===== src/rtl/eth_pkg.sv =====
// eth_pkg: shared Ethernet/ARP constants, frame byte offsets, CRC constants
// and the receive-parser state enumeration.
package eth_pkg;

  localparam logic [15:0] ETH_TYPE_ARP  = 16'h0806;
  localparam logic [15:0] ETH_TYPE_IP   = 16'h0800;
  localparam logic [15:0] ARP_OP_REQ    = 16'h0001;
  localparam logic [15:0] ARP_OP_RESP   = 16'h0002;
  localparam logic [15:0] ARP_HTYPE_ETH = 16'h0001;
  localparam logic [7:0]  ARP_HLEN_ETH  = 8'd6;
  localparam logic [7:0]  ARP_PLEN_IP   = 8'd4;

  localparam logic [7:0]  PREAMBLE_BYTE = 8'h55;
  localparam logic [7:0]  SFD_BYTE      = 8'hD5;

  // Byte offsets counted from the first byte after the SFD
  localparam int OFS_DST_MAC  = 0;
  localparam int OFS_ETH_TYPE = 12;
  localparam int OFS_HTYPE    = 14;
  localparam int OFS_PTYPE    = 16;
  localparam int OFS_HLEN     = 18;
  localparam int OFS_PLEN     = 19;
  localparam int OFS_OPCODE   = 20;
  localparam int OFS_SHA      = 22;
  localparam int OFS_SPA      = 28;
  localparam int OFS_TPA      = 38;

  // Shortest frame that still carries the whole ARP body (plus FCS when checked)
  localparam int MIN_LEN_NOFCS = 42;
  localparam int MIN_LEN_FCS   = 46;

  // CRC residue in MSB-first notation; the reflected poly drives the shift-right engine
  localparam logic [31:0] CRC_RESIDUE   = 32'hC704DD7B;
  localparam logic [31:0] CRC_POLY_REFL = 32'hEDB88320;

  typedef enum logic [2:0] {
    ST_IDLE,
    ST_PRE,
    ST_BODY,
    ST_CHECK,
    ST_DROP
  } arp_rx_state_t;

  // True when byte index idx lies inside the field [ofs, ofs+len)
  function automatic logic in_field(input logic [5:0] idx, input int ofs, input int len);
    return (int'(idx) >= ofs) && (int'(idx) < ofs + len);
  endfunction

  // Bit reversal, used to express the residue in the shift-right register's bit order
  function automatic logic [31:0] bitrev32(input logic [31:0] v);
    logic [31:0] r;
    for (int i = 0; i < 32; i++) r[i] = v[31-i];
    return r;
  endfunction

endpackage


===== src/rtl/crc32_d8.sv =====
// crc32_d8: one byte of reflected CRC-32 (LSB-first), purely combinational.
module crc32_d8
  import eth_pkg::*;
(
  input  logic [31:0] crc_in,
  input  logic [7:0]  data,
  output logic [31:0] crc_out
);

  // Fold the byte in, then step the shift-right LFSR eight times
  always_comb begin
    logic [31:0] c;
    c = crc_in ^ {24'd0, data};
    for (int i = 0; i < 8; i++) begin
      c = c[0] ? ((c >> 1) ^ CRC_POLY_REFL) : (c >> 1);
    end
    crc_out = c;
  end

endmodule


===== src/rtl/arp_req_rx.sv =====
// arp_req_rx: MII/GMII receive-side ARP request parser.
// Strips preamble/SFD, captures header and ARP fields by byte index, and in a
// one-cycle CHECK state emits frame_end/eth_type and, for accepted requests,
// req_valid with the requester's MAC/IP.
// Optional build macro ARP_RX_FCS_CHECK_EN: adds a CRC-32 FCS check and raises
// the minimum frame length to 46 bytes.
module arp_req_rx
  import eth_pkg::*;
#(
  parameter logic [47:0] LOCAL_MAC = 48'h000a35028846,
  parameter logic [31:0] LOCAL_IP  = 32'hc0a800ae
) (
  input  logic        rx_clk,
  input  logic        rst_n,
  input  logic        rx_dv,
  input  logic        rx_er,
  input  logic [7:0]  rxd,
  output logic        frame_end,
  output logic [15:0] eth_type,
  output logic        req_valid,
  output logic [47:0] req_mac,
  output logic [31:0] req_ip,
  output logic [15:0] drop_cnt
);

`ifdef ARP_RX_FCS_CHECK_EN
  localparam int MIN_LEN = MIN_LEN_FCS;
`else
  localparam int MIN_LEN = MIN_LEN_NOFCS;
`endif

  arp_rx_state_t state_reg, state_next;

  logic [5:0]  idx_reg;
  logic        body_seen_reg;
  logic        err_reg;
  logic [47:0] dst_mac_reg;
  logic [15:0] type_reg;
  logic [15:0] htype_reg;
  logic [15:0] ptype_reg;
  logic [7:0]  hlen_reg;
  logic [7:0]  plen_reg;
  logic [15:0] oper_reg;
  logic [47:0] sha_reg;
  logic [31:0] spa_reg;
  logic [31:0] tpa_reg;

  logic sfd_hit;
  logic body_byte;
  logic body_err;
  logic fcs_ok;
  logic accept;

  assign sfd_hit   = (state_reg == ST_PRE) && rx_dv && (rxd == SFD_BYTE);
  assign body_byte = (state_reg == ST_BODY) && rx_dv && !rx_er;
  assign body_err  = (state_reg == ST_BODY) && rx_dv && rx_er;

  // State register
  always_ff @(posedge rx_clk or negedge rst_n) begin
    if (!rst_n) state_reg <= ST_IDLE;
    else        state_reg <= state_next;
  end

  // Next-state decode; CHECK always lasts exactly one cycle and ignores rx_dv
  always_comb begin
    state_next = state_reg;
    case (state_reg)
      ST_IDLE: begin
        if (rx_dv) state_next = (rxd == PREAMBLE_BYTE) ? ST_PRE : ST_DROP;
      end
      ST_PRE: begin
        if (!rx_dv)                     state_next = ST_IDLE;
        else if (rxd == SFD_BYTE)       state_next = ST_BODY;
        else if (rxd != PREAMBLE_BYTE)  state_next = ST_DROP;
      end
      ST_BODY: begin
        if (!rx_dv)     state_next = ST_CHECK;
        else if (rx_er) state_next = ST_DROP;
      end
      ST_CHECK: state_next = ST_IDLE;
      ST_DROP: begin
        if (!rx_dv) state_next = body_seen_reg ? ST_CHECK : ST_IDLE;
      end
      default: state_next = ST_IDLE;
    endcase
  end

  // Byte index and shadow field capture; shadows clear at SFD so short frames read as zero
  always_ff @(posedge rx_clk or negedge rst_n) begin
    if (!rst_n) begin
      idx_reg       <= '0;
      body_seen_reg <= 1'b0;
      err_reg       <= 1'b0;
      dst_mac_reg   <= '0;
      type_reg      <= '0;
      htype_reg     <= '0;
      ptype_reg     <= '0;
      hlen_reg      <= '0;
      plen_reg      <= '0;
      oper_reg      <= '0;
      sha_reg       <= '0;
      spa_reg       <= '0;
      tpa_reg       <= '0;
    end else if (sfd_hit) begin
      idx_reg       <= '0;
      body_seen_reg <= 1'b1;
      err_reg       <= 1'b0;
      dst_mac_reg   <= '0;
      type_reg      <= '0;
      htype_reg     <= '0;
      ptype_reg     <= '0;
      hlen_reg      <= '0;
      plen_reg      <= '0;
      oper_reg      <= '0;
      sha_reg       <= '0;
      spa_reg       <= '0;
      tpa_reg       <= '0;
    end else if (body_byte) begin
      // Saturation at 63 keeps trailing bytes of long frames out of every field
      if (idx_reg != 6'd63) idx_reg <= idx_reg + 6'd1;
      if (in_field(idx_reg, OFS_DST_MAC, 6))  dst_mac_reg <= {dst_mac_reg[39:0], rxd};
      if (in_field(idx_reg, OFS_ETH_TYPE, 2)) type_reg    <= {type_reg[7:0], rxd};
      if (in_field(idx_reg, OFS_HTYPE, 2))    htype_reg   <= {htype_reg[7:0], rxd};
      if (in_field(idx_reg, OFS_PTYPE, 2))    ptype_reg   <= {ptype_reg[7:0], rxd};
      if (in_field(idx_reg, OFS_HLEN, 1))     hlen_reg    <= rxd;
      if (in_field(idx_reg, OFS_PLEN, 1))     plen_reg    <= rxd;
      if (in_field(idx_reg, OFS_OPCODE, 2))   oper_reg    <= {oper_reg[7:0], rxd};
      if (in_field(idx_reg, OFS_SHA, 6))      sha_reg     <= {sha_reg[39:0], rxd};
      if (in_field(idx_reg, OFS_SPA, 4))      spa_reg     <= {spa_reg[23:0], rxd};
      if (in_field(idx_reg, OFS_TPA, 4))      tpa_reg     <= {tpa_reg[23:0], rxd};
    end else if (body_err) begin
      err_reg <= 1'b1;
    end else if (state_reg == ST_IDLE) begin
      body_seen_reg <= 1'b0;
      err_reg       <= 1'b0;
    end
  end

`ifdef ARP_RX_FCS_CHECK_EN
  logic [31:0] crc_reg;
  logic [31:0] crc_next;

  crc32_d8 u_crc32_d8 (
    .crc_in  (crc_reg),
    .data    (rxd),
    .crc_out (crc_next)
  );

  // Running CRC over every body byte, FCS included
  always_ff @(posedge rx_clk or negedge rst_n) begin
    if (!rst_n)         crc_reg <= '1;
    else if (sfd_hit)   crc_reg <= '1;
    else if (body_byte) crc_reg <= crc_next;
  end

  assign fcs_ok = (crc_reg == bitrev32(CRC_RESIDUE));
`else
  assign fcs_ok = 1'b1;
`endif

  assign accept = !err_reg
               && (int'(idx_reg) >= MIN_LEN)
               && ((dst_mac_reg == 48'hffff_ffff_ffff) || (dst_mac_reg == LOCAL_MAC))
               && (htype_reg == ARP_HTYPE_ETH)
               && (ptype_reg == ETH_TYPE_IP)
               && (hlen_reg == ARP_HLEN_ETH)
               && (plen_reg == ARP_PLEN_IP)
               && (oper_reg == ARP_OP_REQ)
               && (tpa_reg == LOCAL_IP)
               && fcs_ok;

  // Registered outputs: pulses and held values all update on the edge leaving CHECK
  always_ff @(posedge rx_clk or negedge rst_n) begin
    if (!rst_n) begin
      frame_end <= 1'b0;
      req_valid <= 1'b0;
      eth_type  <= '0;
      req_mac   <= '0;
      req_ip    <= '0;
      drop_cnt  <= '0;
    end else begin
      frame_end <= (state_reg == ST_CHECK);
      req_valid <= (state_reg == ST_CHECK) && accept;
      if (state_reg == ST_CHECK) begin
        eth_type <= type_reg;
        if (accept) begin
          req_mac <= sha_reg;
          req_ip  <= spa_reg;
        end else if ((type_reg == ETH_TYPE_ARP) && (drop_cnt != 16'hffff)) begin
          drop_cnt <= drop_cnt + 16'd1;
        end
      end
    end
  end

endmodule


===== config.mk =====
export PLATFORM = sky130hd
export DESIGN_NAME = arp_req_rx
export DESIGN_NICKNAME = d
export VERILOG_FILES = /design/src/rtl/eth_pkg.sv /design/src/rtl/crc32_d8.sv /design/src/rtl/arp_req_rx.sv
export SDC_FILE = /design/constraint.sdc
export NUM_CORES = 1
export LEC_CHECK = 0
export ABC_AREA = 1
export BUFFER_PORTS_ARGS = -buffer_cell sky130_fd_sc_hd__buf_2
export CELL_PAD_IN_SITES_DETAIL_PLACEMENT = 1
export CELL_PAD_IN_SITES_GLOBAL_PLACEMENT = 1
export CORE_AREA = 8 8 184 186
export DETAILED_ROUTE_END_ITERATION = 6
export DIE_AREA = 0 0 192 194
export PLACE_DENSITY = 0.9
export SYNTH_ARGS = -nofsm -noshare
export SYNTH_HDL_FRONTEND = slang
export SYNTH_SLANG_ARGS = --single-unit

===== constraint.sdc =====
create_clock -name rx_clk -period 5.05 [get_ports rx_clk]
set_clock_uncertainty 0.05 [all_clocks]
set_input_delay 1.01 -clock rx_clk [delete_from_list [all_inputs] [get_ports rx_clk]]
set_output_delay 1.01 -clock rx_clk [all_outputs]
set_load 0.02 [all_outputs]

==> key figures <==
Run status
  – Status: finished clean

Worst hold path
  – Hold Crit Class: reg -> reg
  – Min-Delay Path Depth: 2
  – Hold Crit Start: req_mac[30]

Placed design
  – DP Wirelength: roughly 30 mm
  – Number of buffers added on ports: between 100 and 150
  – GPL Wtd Cong: 0.877

Die
  – Core footprint: 31,100 sq um
  – Die Y: just under 200 um
  – Placement Rows: 65
  – Io pins: about 130
  – Initial Utilization: 48.8%
  – Die Wd: roughly 190 um
  – Die Area: approximately 37,000 sq um

Setup path
  – Worst setup SP type: primary input
  – Setup crit end: spa_reg[10]
  – Worst flop-to-flop path endpoint: req_mac[6]
  – Worst reg-to-reg path cell count: 10
  – CP Cell Sequence: buf_2, inv_1, nand4_1, inv_1, nand3_2, buf_4, inv_2, buf_4, nor2_1, inv_2, o22ai_1
  – Critical Path End Type: flip-flop
  – Reg2reg setup slack: between 1.5 and 2 ns
  – Critical path class: in -> reg
  – CP max FO: 79
  – CP max stage cell: inv_1
  – Crit. Startpoint: rxd[1]
  – Max stage delay on crit path: between 0.4 and 0.5 ns
  – Critical Path RT: 5.35 ns
  – Worst Path Arrival: 3.64 ns
  – R2R Path Start: idx_reg[5]

Clock tree
  – Clock Latency Late Sink: about 0.53 ns
  – Setup repair bufs after CTS: 0
  – CTS Buf Count: 38
  – CTS Sinks: roughly 370
  – Post-cts resize count: 0
  – H-tree Lvls: 2
  – CTS Hold Bufs: 0
  – Clock Tree Root: clkbuf_16
  – Clk pin slew, worst setup/hold paths: roughly 0.06 ns
  – Deepest clock path buffer count: 3
  – TritonCTS clock tree: done

STA
  – Final hold viol count: 0
  – Post-layout minimum cycle time: 3.34 ns
  – Max Fclk: approximately 0.30 GHz
  – Setup TNS Final: 0 ns
  – Least-Margin Pin Slew: 1.05 ns
  – RSZ-0062 raised after global routing: no
  – Fin crit share: 66.1%
  – Final Max Tran Viols: 0
  – Setup violations, final: 0
  – Rel. slew slack: approximately 30%

Yosys
  – Post-Syn Instances: between 1,500 and 2,000
  – Top-area cell type share of the netlist area: 60.2%
  – Avg Inst Size Synth: 9.51 sq um
  – Synth Net Count: 1,610
  – Count of cell types in the netlist: 33
  – Seq/Total Area, Yosys: between 60% and 70%
  – Number of synthesized flops with an enable pin: 0
  – Ys async rst share: 100%
  – Mapped cell area: roughly 15,000 sq um
  – Dominant cells by area after synthesis: dfrtp_1, nand2_1, o22ai_1, inv_1, nor2_1
  – Top cell type by total area after synthesis: dfrtp_1
  – Post-synth top flop: dfrtp_1
  – Seq cells post-synth: approximately 370
  – Synth warn: 0

Global route
  – First-pass GRT wire length: ~79 mm
  – Largest net degree at the start of global routing: between 100 and 150
  – GRT Residual Overflow: 0
  – Initial antenna violation count: 1
  – Vias in the first global route: 13,866
  – Gr usage total: a little over a quarter

Routing
  – Total wire length: 49.6 mm
  – DR pass1 iterations: 5
  – DRC: 0
  – Via Count: ~13,000
  – Iter 0 DRT Violations: between 1,000 and 1,500
  – Routed len/inst: 23.3 um
  – Routed Antenna Nets: 0
  – Number of vias per cell: about 6

Pwr
  – Worst VDD drop: roughly 0.18 mV
  – Leakage: roughly 9.0 nW
  – Power Dens Cells: 374 nW/um^2
  – Overall Power: approximately 6.5 mW

Layout
  – Share of cells above drive strength 1: roughly 16%
  – Nets: approximately 1,700
  – Layout area overhead: 14.0%
  – Fillers: between 3,000 and 4,000

Job
  – Max cap viols: 0
==> metrics by stage <==
stage                     std cells  util [%]  hold slack (ns)  setup slack, ns  instance area [sq um]
after floorplan                1595         -            0.392             2.85                  15200
after global placement         2061      51.5            0.410             1.57                  16000
after detailed placement       2061      51.5            0.413             1.40                  16000
after CTS                      2128      55.7            0.428             1.84                  17300
after global routing           2129      55.7            0.463             1.56                  17300
final                          2129      55.7            0.429             1.71                  17300
==> synth_stat cells, types with 10 or more instances <==
library cell and n:
nor2_1 125, nand3_1 58, o21ai_0 92, nor3_1 18, o21ai_2 53, nand4_1 29, clkbuf_1 22, nand2_1 289
xor2_1 10, o21ai_1 21, o22ai_1 155, inv_1 230, buf_2 26, dfrtp_1 365, buf_6 13, a21oi_1 34
==> logic make-up (layout without fill, tap and decap cells) <==
family,Yosys count,after routing,share of synthesized area [%]
and+or+nand+nor,534,534,14.9
DFF,365,365,60.2
AOI/OAI and AO/OA,364,364,14.8
buffers and inverters,312,443,8.80
xor gates and xnor gates,14,14,0.809
adders and majority gates,3,3,0.248
muxes,3,3,0.223
other,0,1,0
==> power breakdown <==
| group | switching, mW | internal, mW | total, mW |
|---|---|---|---|
| clock | 1.19 | 1.71 | 2.90 |
| combinational | 0.323 | 0.109 | 0.432 |
| sequential | 0.0969 | 3.04 | 3.13 |
| total | 1.61 | 4.86 | 6.47 |
==> worst min path at each step <==
stage | to | slack (ns)
floorplan | req_ip[23] | 0.39
global placement | req_ip[19] | 0.41
detailed placement | req_ip[13] | 0.41
CTS | req_ip[13] | 0.43
global route | req_mac[30] | 0.46
finish | req_mac[30] | 0.43
==> cells in the final DEF (no fill, tap or decap), types with 2 or more instances in the layout <==
master and count:
dfrtp_1 365, nand2_1 289, inv_1 230, o22ai_1 155
nor2_1 124, buf_2 124, o21ai_0 92, nand3_1 58
o21ai_2 53, clkbuf_16 39, a21oi_1 34, nand4_1 29
o21ai_1 21, nor3_1 18, buf_4 14, xor2_1 10
clkbuf_8 9, o31ai_1 7, clkinv_2 7, clkbuf_1 7
inv_2 5, xnor2_1 4, nor2_2 3, nand3_2 3
mux2_2 3, ha_1 3, bufinv_16 3, nor2_4 2
nand2_2 2, nor4_1 2, buf_12 2
==> worst max-delay path: cells and delay by family <==
| kind | cells | cell delay, ns |
|---|---|---|
| buffers and inverters | 7 | 1.89 |
| AOI/OAI and AO/OA | 1 | 0.21 |
| and+or+nand+nor | 3 | 0.49 |
==> cell type report <==
cell class	instances	area, sq um	share of cell area (%)
flip-flops and latches	365	9130	52.8
multi-input cells	918	4710	27.2
clock buffers	55	1130	6.51
inverters	235	882	5.10
repair buffers	141	781	4.51
well taps	402	503	2.91
clock inverters	12	154	0.890
diodes	1	2.50	0.0145
==> per-layer routing <==
| layer | part of all wire (%) | track usage (%) | vias to the layer above |
|---|---|---|---|
| met1 | 39 | 32.4 | 6406 |
| li1 | - | - | 5424 |
| met5 | 0 | 0 | - |
| met3 | 5.1 | 3.49 | 165 |
| met2 | 52 | 46.3 | 519 |
| met4 | 4.1 | 11.1 | 0 |
No activity file was read; power rests on OpenSTA's default activity.
